--- config.mk ---
export PLATFORM = sky130hd
export DESIGN_NAME = ps2_ascii_kbd
export DESIGN_NICKNAME = d
export VERILOG_FILES = /design/src/rtl/kbd_pkg.sv /design/src/rtl/ps2_scan2ascii.sv /design/src/rtl/ps2_ascii_kbd.sv
export SDC_FILE = /design/constraint.sdc
export NUM_CORES = 1
export LEC_CHECK = 0
export CAP_MARGIN = 25
export CORE_ASPECT_RATIO = 1.5
export CORE_MARGIN = 2
export CORE_UTILIZATION = 35
export CTS_BUF_LIST = sky130_fd_sc_hd__clkbuf_4 sky130_fd_sc_hd__clkbuf_8 sky130_fd_sc_hd__clkbuf_16
export DETAILED_ROUTE_END_ITERATION = 12
export PLACE_DENSITY = 0.6
export SYNTH_ARGS = -nofsm -noshare
export SYNTH_HDL_FRONTEND = slang
export SYNTH_SLANG_ARGS = --single-unit
export TNS_END_PERCENT = 1
--- constraint.sdc ---
create_clock -name clk -period 2.6 [get_ports clk]
set_input_delay 0.52 -clock clk [delete_from_list [all_inputs] [get_ports clk]]
set_output_delay 0.52 -clock clk [all_outputs]
set_load 0.03 [all_outputs]
--- src/rtl/kbd_pkg.sv ---
// Shared definitions for the PS/2 ASCII keyboard front end.
// Holds the `state` output encodings, special scan codes and a few ASCII constants.
package kbd_pkg;

  // `state` encodings seen by the game core; 2'b11 is never driven.
  typedef enum logic [1:0] {
    KS_IDLE = 2'b00,
    KS_NEW  = 2'b01,
    KS_HELD = 2'b10
  } kbd_state_e;

  // Scan code set 2 prefixes and modifier keys.
  localparam logic [7:0] SC_BRK    = 8'hF0;
  localparam logic [7:0] SC_EXT    = 8'hE0;
  localparam logic [7:0] SC_LSHIFT = 8'h12;
  localparam logic [7:0] SC_RSHIFT = 8'h59;
  localparam logic [7:0] SC_CAPS   = 8'h58;

  // Non-printing keys that still produce an ASCII byte.
  localparam logic [7:0] SC_SPACE  = 8'h29;
  localparam logic [7:0] SC_ENTER  = 8'h5A;
  localparam logic [7:0] SC_BKSP   = 8'h66;

  localparam logic [7:0] ASCII_SPACE = 8'h20;
  localparam logic [7:0] ASCII_CR    = 8'h0D;
  localparam logic [7:0] ASCII_BS    = 8'h08;

endpackage

--- src/rtl/ps2_scan2ascii.sv ---
// Combinational scan code (set 2) to ASCII map.
// Ports:
//   code_i   - make code to translate
//   upper_i  - uppercase letters (shift XOR caps); digits and other keys ignore it
//   ascii_o  - ASCII byte, 0 when unmapped
//   mapped_o - high when code_i has an ASCII translation
module ps2_scan2ascii
  import kbd_pkg::*;
(
  input  logic [7:0] code_i,
  input  logic       upper_i,
  output logic [7:0] ascii_o,
  output logic       mapped_o
);

  logic [7:0] base;
  logic       is_letter;

  always_comb begin
    base      = 8'h00;
    is_letter = 1'b1;
    mapped_o  = 1'b1;
    case (code_i)
      8'h1C: base = 8'h61; // a
      8'h32: base = 8'h62; // b
      8'h21: base = 8'h63; // c
      8'h23: base = 8'h64; // d
      8'h24: base = 8'h65; // e
      8'h2B: base = 8'h66; // f
      8'h34: base = 8'h67; // g
      8'h33: base = 8'h68; // h
      8'h43: base = 8'h69; // i
      8'h3B: base = 8'h6A; // j
      8'h42: base = 8'h6B; // k
      8'h4B: base = 8'h6C; // l
      8'h3A: base = 8'h6D; // m
      8'h31: base = 8'h6E; // n
      8'h44: base = 8'h6F; // o
      8'h4D: base = 8'h70; // p
      8'h15: base = 8'h71; // q
      8'h2D: base = 8'h72; // r
      8'h1B: base = 8'h73; // s
      8'h2C: base = 8'h74; // t
      8'h3C: base = 8'h75; // u
      8'h2A: base = 8'h76; // v
      8'h1D: base = 8'h77; // w
      8'h22: base = 8'h78; // x
      8'h35: base = 8'h79; // y
      8'h1A: base = 8'h7A; // z
      default: begin
        is_letter = 1'b0;
        case (code_i)
          8'h45:     base = 8'h30;
          8'h16:     base = 8'h31;
          8'h1E:     base = 8'h32;
          8'h26:     base = 8'h33;
          8'h25:     base = 8'h34;
          8'h2E:     base = 8'h35;
          8'h36:     base = 8'h36;
          8'h3D:     base = 8'h37;
          8'h3E:     base = 8'h38;
          8'h46:     base = 8'h39;
          SC_SPACE:  base = ASCII_SPACE;
          SC_ENTER:  base = ASCII_CR;
          SC_BKSP:   base = ASCII_BS;
          default:   mapped_o = 1'b0;
        endcase
      end
    endcase
    ascii_o = (is_letter && upper_i) ? (base - 8'h20) : base;
  end

endmodule

--- src/rtl/ps2_ascii_kbd.sv ---
// PS/2 keyboard front end: frame receiver plus make/break decoder producing an ASCII byte
// and a 2-bit keystroke state for the game core.
// Ports:
//   clk, reset         - system clock, asynchronous active-high reset
//   ps2_clk, ps2_data  - raw asynchronous PS/2 lines
//   kbd_ascii          - ASCII of the most recent reported keystroke
//   state              - 00 idle, 01 new keystroke, 10 held (already reported)
//   scan_code          - last accepted scan code, prefixes included
//   frame_err          - one-cycle pulse on start/parity/stop error or timeout
//   caps               - Caps Lock toggle state
module ps2_ascii_kbd
  import kbd_pkg::*;
#(
  parameter int unsigned PULSE_CYCLES = 4,
  parameter int unsigned TIMEOUT      = 50000
) (
  input  logic       clk,
  input  logic       reset,
  input  logic       ps2_clk,
  input  logic       ps2_data,
  output logic [7:0] kbd_ascii,
  output logic [1:0] state,
  output logic [7:0] scan_code,
  output logic       frame_err,
  output logic       caps
);

  localparam int unsigned TmoW   = $clog2(TIMEOUT + 1);
  localparam int unsigned PulseW = $clog2(PULSE_CYCLES);
  localparam logic [TmoW-1:0]   TmoMax    = TmoW'(TIMEOUT);
  // Loaded with N-1 and counted down to 0 inclusive, so KS_NEW lasts N cycles.
  localparam logic [PulseW-1:0] PulseLoad = PulseW'(PULSE_CYCLES - 1);

  // ---------------- Frame receiver ----------------
  logic [2:0]      clk_sync_q, data_sync_q;
  logic [3:0]      bit_cnt_q, bit_cnt_d;
  logic [9:0]      sr_q, sr_d;
  logic [TmoW-1:0] tmo_q, tmo_d;
  logic            fall, bit_in, frame_done, frame_ok, tmo_abort;
  logic            code_vld_q, frame_err_q;
  logic [7:0]      scan_code_q;

  assign fall   = clk_sync_q[2] & ~clk_sync_q[1];
  assign bit_in = data_sync_q[2];
  // sr_q holds start (bit 0), d0..d7, parity (bit 9); bit_in is the stop bit on the 11th edge.
  assign frame_ok = ~sr_q[0] & bit_in & (^sr_q[9:1]);

  always_comb begin
    bit_cnt_d  = bit_cnt_q;
    sr_d       = sr_q;
    tmo_d      = tmo_q;
    frame_done = 1'b0;
    tmo_abort  = 1'b0;
    if (fall) begin
      tmo_d = '0;
      if (bit_cnt_q == 4'd10) begin
        frame_done = 1'b1;
        bit_cnt_d  = 4'd0;
      end else begin
        sr_d      = {bit_in, sr_q[9:1]};
        bit_cnt_d = bit_cnt_q + 4'd1;
      end
    end else begin
      if (tmo_q != TmoMax) tmo_d = tmo_q + 1'b1;
      if (tmo_q == TmoMax && bit_cnt_q != 4'd0) begin
        tmo_abort = 1'b1;
        bit_cnt_d = 4'd0;
      end
    end
  end

  always_ff @(posedge clk or posedge reset) begin
    if (reset) begin
      // Lines idle high; presetting avoids a phantom edge when reset releases.
      clk_sync_q  <= 3'b111;
      data_sync_q <= 3'b111;
      bit_cnt_q   <= '0;
      sr_q        <= '0;
      tmo_q       <= '0;
      code_vld_q  <= 1'b0;
      frame_err_q <= 1'b0;
      scan_code_q <= '0;
    end else begin
      clk_sync_q  <= {clk_sync_q[1:0], ps2_clk};
      data_sync_q <= {data_sync_q[1:0], ps2_data};
      bit_cnt_q   <= bit_cnt_d;
      sr_q        <= sr_d;
      tmo_q       <= tmo_d;
      code_vld_q  <= frame_done & frame_ok;
      frame_err_q <= (frame_done & ~frame_ok) | tmo_abort;
      if (frame_done && frame_ok) scan_code_q <= sr_q[8:1];
    end
  end

  // ---------------- Decoder ----------------
  kbd_state_e      state_q, state_d;
  logic [PulseW-1:0] pulse_q, pulse_d;
  logic            brk_q, brk_d, ext_q, ext_d;
  logic            shl_q, shl_d, shr_q, shr_d;
  logic            caps_q, caps_d, caps_down_q, caps_down_d;
  logic [7:0]      held_q, held_d, ascii_q, ascii_d;
  logic [7:0]      map_ascii;
  logic            map_mapped;

  ps2_scan2ascii u_map (
    .code_i   (scan_code_q),
    .upper_i  ((shl_q | shr_q) ^ caps_q),
    .ascii_o  (map_ascii),
    .mapped_o (map_mapped)
  );

  always_comb begin
    state_d     = state_q;
    pulse_d     = pulse_q;
    brk_d       = brk_q;
    ext_d       = ext_q;
    shl_d       = shl_q;
    shr_d       = shr_q;
    caps_d      = caps_q;
    caps_down_d = caps_down_q;
    held_d      = held_q;
    ascii_d     = ascii_q;

    if (state_q == KS_NEW) begin
      if (pulse_q == '0) state_d = KS_HELD;
      else               pulse_d = pulse_q - 1'b1;
    end

    // A decoded code in the same cycle overrides the countdown above.
    if (code_vld_q) begin
      if (scan_code_q == SC_EXT) begin
        ext_d = 1'b1;
      end else if (scan_code_q == SC_BRK) begin
        brk_d = 1'b1;
      end else if (ext_q) begin
        // Extended keys (incl. their breaks) are not used by the game.
        ext_d = 1'b0;
        brk_d = 1'b0;
      end else if (brk_q) begin
        brk_d = 1'b0;
        if (scan_code_q == SC_LSHIFT) shl_d = 1'b0;
        if (scan_code_q == SC_RSHIFT) shr_d = 1'b0;
        if (scan_code_q == SC_CAPS)   caps_down_d = 1'b0;
        if (scan_code_q == held_q)    state_d = KS_IDLE;
      end else begin
        if (scan_code_q == SC_LSHIFT) shl_d = 1'b1;
        if (scan_code_q == SC_RSHIFT) shr_d = 1'b1;
        if (scan_code_q == SC_CAPS) begin
          // Typematic repeats of Caps Lock must not toggle again.
          if (!caps_down_q) caps_d = ~caps_q;
          caps_down_d = 1'b1;
        end
        if (!(scan_code_q == held_q && state_q != KS_IDLE) && map_mapped) begin
          ascii_d = map_ascii;
          held_d  = scan_code_q;
          state_d = KS_NEW;
          pulse_d = PulseLoad;
        end
      end
    end
  end

  always_ff @(posedge clk or posedge reset) begin
    if (reset) begin
      state_q     <= KS_IDLE;
      pulse_q     <= '0;
      brk_q       <= 1'b0;
      ext_q       <= 1'b0;
      shl_q       <= 1'b0;
      shr_q       <= 1'b0;
      caps_q      <= 1'b0;
      caps_down_q <= 1'b0;
      held_q      <= '0;
      ascii_q     <= '0;
    end else begin
      state_q     <= state_d;
      pulse_q     <= pulse_d;
      brk_q       <= brk_d;
      ext_q       <= ext_d;
      shl_q       <= shl_d;
      shr_q       <= shr_d;
      caps_q      <= caps_d;
      caps_down_q <= caps_down_d;
      held_q      <= held_d;
      ascii_q     <= ascii_d;
    end
  end

  assign kbd_ascii = ascii_q;
  assign state     = state_q;
  assign scan_code = scan_code_q;
  assign frame_err = frame_err_q;
  assign caps      = caps_q;

endmodule

==> results.tsv <==
stage	metric	value	unit
timing	Worst Tran Pin Value	0.673	ns
global_routing	antenna violations before repair	0	
yosys	Synth top cells by count	dfrtp_1 (66), nand2_1 (56), nor2_1 (36)	
yosys	Top FF cell, synth	dfrtp_1	
final_layout	Antenna diodes	0	
clock_network	hold buffer count at CTS	0	
timing	fmax	412	MHz
critical_path	R2R Path End	held_q[3]$_DFFE_PP0P_	
pwr	Reg power frac	0.449	
pwr	total internal power	0.00212	W
place	routability congestion estimate	0.909	
drt	drt via density	5.19	
floorplan	Chip Width	92.2	um
clock_network	clock sinks	72	
yosys	Yosys top cell by area	dfrtp_1	
pwr	Sw Share	0.267	
critical_path	r2r startpoint	scan_code[4]$_DFFE_PP0P_	
yosys	top-count cell post-synth	dfrtp_1	
yosys	FF+latch count, synth	72	
drt	Avg WL per Cell	15.4	um
yosys	post-synth top area share	0.405	
floorplan	CORE AREA	11500	um^2
timing	Final WS setup	0.170	ns
timing	Setup violations, final	0	
pwr	Clk pwr share	0.440	
critical_path	R2R setup slack	0.17	ns
drt	Initial DRC Count	148	
clock_network	CTS buffer count	9	
yosys	post-synth cell types	68	
timing	TNS Setup	0	ns
place	PortBufs	23	
drt	via count	3194	
timing	crit share post-route	0.935	
global_routing	vias in the first global route	3355	
critical_path	crit path max fanout	19	
critical_path	Worst Path Arrival	2.66	ns
clock_network	Worst-Skew Late Latency	0.35	ns
yosys	synth top area cells	dfrtp_1 (40%), nand2_1 (5.2%), mux2_2 (5.0%)	
clock_network	Worst-path clk slew	0.06	ns
drt	drt drc	0	
worst_hold_path	hold path depth	0	
timing	skew final	0.0110	ns
timing	Slew HR	0.550	
drt	Routed WL	9480	um
final_layout	Fill cells	1088	
global_routing	GRT Util Overall	0.165	
yosys	sequential area share after synthesis	0.443	
global_routing	largest net degree at the start of global routing	33	
clock_network	CTS tree	built	
yosys	post-synthesis cell area	4080	um^2
final_layout	Syn-to-layout area delta	21.4	%
floorplan	die footprint	12600	um^2
pwr	Leak	2.27	nW
place	placement-stage cell area	4630	um^2
timing	minimum clock period	2.43	ns
place	Cell Count Post-Placement	598	
drt	ANT nets after route	0	
critical_path	Setup CP Type	flip-flop to flip-flop	
worst_hold_path	HP Class	flip-flop to flip-flop	
timing	unrepaired setup endpoints after global routing	false	
final_layout	non-filler instance count after layout	616	
pwr	PwrDens	583	nW/um^2
critical_path	Worst Path Required	2.83	ns
final_layout	fraction of layout instances using a drive strength above 1	0.200	
yosys	Mean Syn Cell Area	9.86	um^2
critical_path	Critical Path Start Type	flip-flop	
timing	fin. max-slew vios	0	
yosys	Synth warnings	0	
pwr	VDD IR-drop max	0.467	mV
critical_path	Critical Path Sink Type	flip-flop	
floorplan	IO Pins	24	
yosys	Mapped Cells	414	
drt	First-pass DRT Iterations	4	
worst_hold_path	HP Start	data_sync_q[0]$_DFF_PP1_	
global_routing	first-pass GRT wire length	16100	um
worst_hold_path	Worst Hold End	data_sync_q[1]$_DFF_PP1_	
yosys	async set-reset flop share out of synthesis	1.00	
clock_network	CTS resizes	0	
clock_network	number of H-tree levels	3	
pwr	Comb pwr share	0.111	
status	status	complete, no violations	
job	# Max-Cap Violations	0	
clock_network	root buffer cell	clkbuf_16	
critical_path	worst reg2reg path depth	8	
floorplan	Die Ht	136	um
final_layout	Final Cell Area	4950	um^2
clock_network	setup bufs post-CTS	0	
place	post-DP HPWL	7030	um
timing	Hold Vio Cnt, Final	0	
final_layout	Final #Nets	470	
place	setup slack after placement	0.133	ns
global_routing	gr ovfl total	0	
pwr	sw power	0.000770	W
floorplan	num rows	48	
clock_network	CTS Buffer Depth	2	
floorplan	initial core utilization	0.356	
yosys	Post-synth EDFFs	0	
yosys	Net Count, Synth	423	
==> per-stage QoR <==
step / util / hold slack [ns] / total power (W)
finish: 0.432 / 0.354 / 0.00289
global route: 0.432 / 0.360 / 0.00304
CTS: 0.431 / 0.356 / 0.00292
detailed placement: 0.404 / 0.347 / 0.00164
global placement: 0.404 / 0.346 / 0.00163
floorplan: - / 0.345 / 0.00154
==> worst max-delay path by stage <==
stage | start | to | slack (ns) | depth (start not counted)
2_1_floorplan | scan_code[5]$_DFFE_PP0P_ | held_q[2]$_DFFE_PP0P_ | 0.10 | 8
3_3_place_gp | scan_code[4]$_DFFE_PP0P_ | held_q[3]$_DFFE_PP0P_ | 0.21 | 8
3_5_place_dp | scan_code[7]$_DFFE_PP0P_ | held_q[1]$_DFFE_PP0P_ | 0.13 | 7
4_1_cts | scan_code[7]$_DFFE_PP0P_ | kbd_ascii[1]$_DFFE_PP0P_ | 0.13 | 7
5_1_grt | scan_code[6]$_DFFE_PP0P_ | held_q[1]$_DFFE_PP0P_ | 0.02 | 7
6_report | scan_code[4]$_DFFE_PP0P_ | held_q[3]$_DFFE_PP0P_ | 0.17 | 8
==> per-layer routing <==
layer	global-route usage	share of wire	vias to the layer above
li1	-	-	1552
met1	0.184	0.39	1551
met2	0.289	0.53	66
met3	0.0305	0.030	25
met4	0.104	0.042	0
met5	0	0	-
==> final cells by class <==
class	instances	area, um^2	area share
Multi-Input combinational cell	310	2100	0.424
Timing Repair Buffer	57	510	0.103
Tap cell	150	188	0.0379
Clock buffer	10	239	0.0482
Inverter	11	41.3	0.00834
Clock inverter	6	65.1	0.0131
Sequential cell	72	1810	0.365
==> logic make-up (layout without fill, tap and decap cells) <==
logic type / Yosys count / count (layout) / share of synthesized area
xor gates and xnor gates: 34 / 34 / 0.0748
muxes: 23 / 23 / 0.0659
buffers and inverters: 32 / 84 / 0.0420
AOI/OAI and AO/OA: 67 / 67 / 0.113
and+or+nand+nor: 181 / 181 / 0.245
adders and majority gates: 5 / 5 / 0.0153
DFF: 72 / 72 / 0.443
==> flip-flops by register name, indices dropped and copies added, names as in the netlist, 2 cells and up <==
register,flops
tmo_q,16
sr_q,10
held_q,8
kbd_ascii,8
scan_code,8
bit_cnt_q,4
clk_sync_q,3
data_sync_q,3
pulse_q,2
state,2
==> power groups by stage <==
| stage | combinational (W) | sequential, W | clock (W) |
|---|---|---|---|
| floorplan | 0.000248 | 0.00129 | 0 |
| global placement | 0.000315 | 0.00131 | 0 |
| detailed placement | 0.000326 | 0.00132 | 0 |
| CTS | 0.000330 | 0.00130 | 0.00130 |
| global route | 0.000372 | 0.00131 | 0.00136 |
| finish | 0.000320 | 0.00130 | 0.00127 |
==> worst max-delay path, cell delays in order, from the launching register on <==
cell and delay (ns):
dfrtp_1 0.61, buf_4 0.26, nor2b_1 0.10, a221oi_1 0.28
o22ai_1 0.17, nor4_2 0.27, a31oi_4 0.14, buf_12 0.18
mux2_4 0.30
==> cells in the final DEF, fill, tap and decap left out, types with 3 or more instances in the layout <==
| cell | instances |
|---|---|
| nand2_1 | 56 |
| a22oi_1 | 3 |
| and3_1 | 3 |
| a32oi_1 | 4 |
| and2_1 | 4 |
| nor3b_1 | 7 |
| clkbuf_16 | 9 |
| o22ai_1 | 3 |
| buf_4 | 32 |
| xor2_1 | 22 |
| nand3_1 | 17 |
| nor4_1 | 4 |
| nor2b_1 | 13 |
| nor4b_4 | 3 |
| nor3_1 | 3 |
| nand2b_1 | 4 |
| dfrtp_1 | 66 |
| o211ai_1 | 5 |
| mux2_4 | 3 |
| xnor2_1 | 11 |
| nand4_1 | 5 |
| nor4b_1 | 3 |
| a21oi_1 | 9 |
| or4_1 | 4 |
| mux2_2 | 18 |
| clkdlybuf4s50_1 | 23 |
| ha_1 | 5 |
| a31oi_1 | 5 |
| inv_1 | 10 |
| dfstp_2 | 6 |
| nor2_1 | 36 |
| nand3b_1 | 3 |
| o21ai_0 | 17 |
No activity file was read; power rests on OpenSTA's default activity.
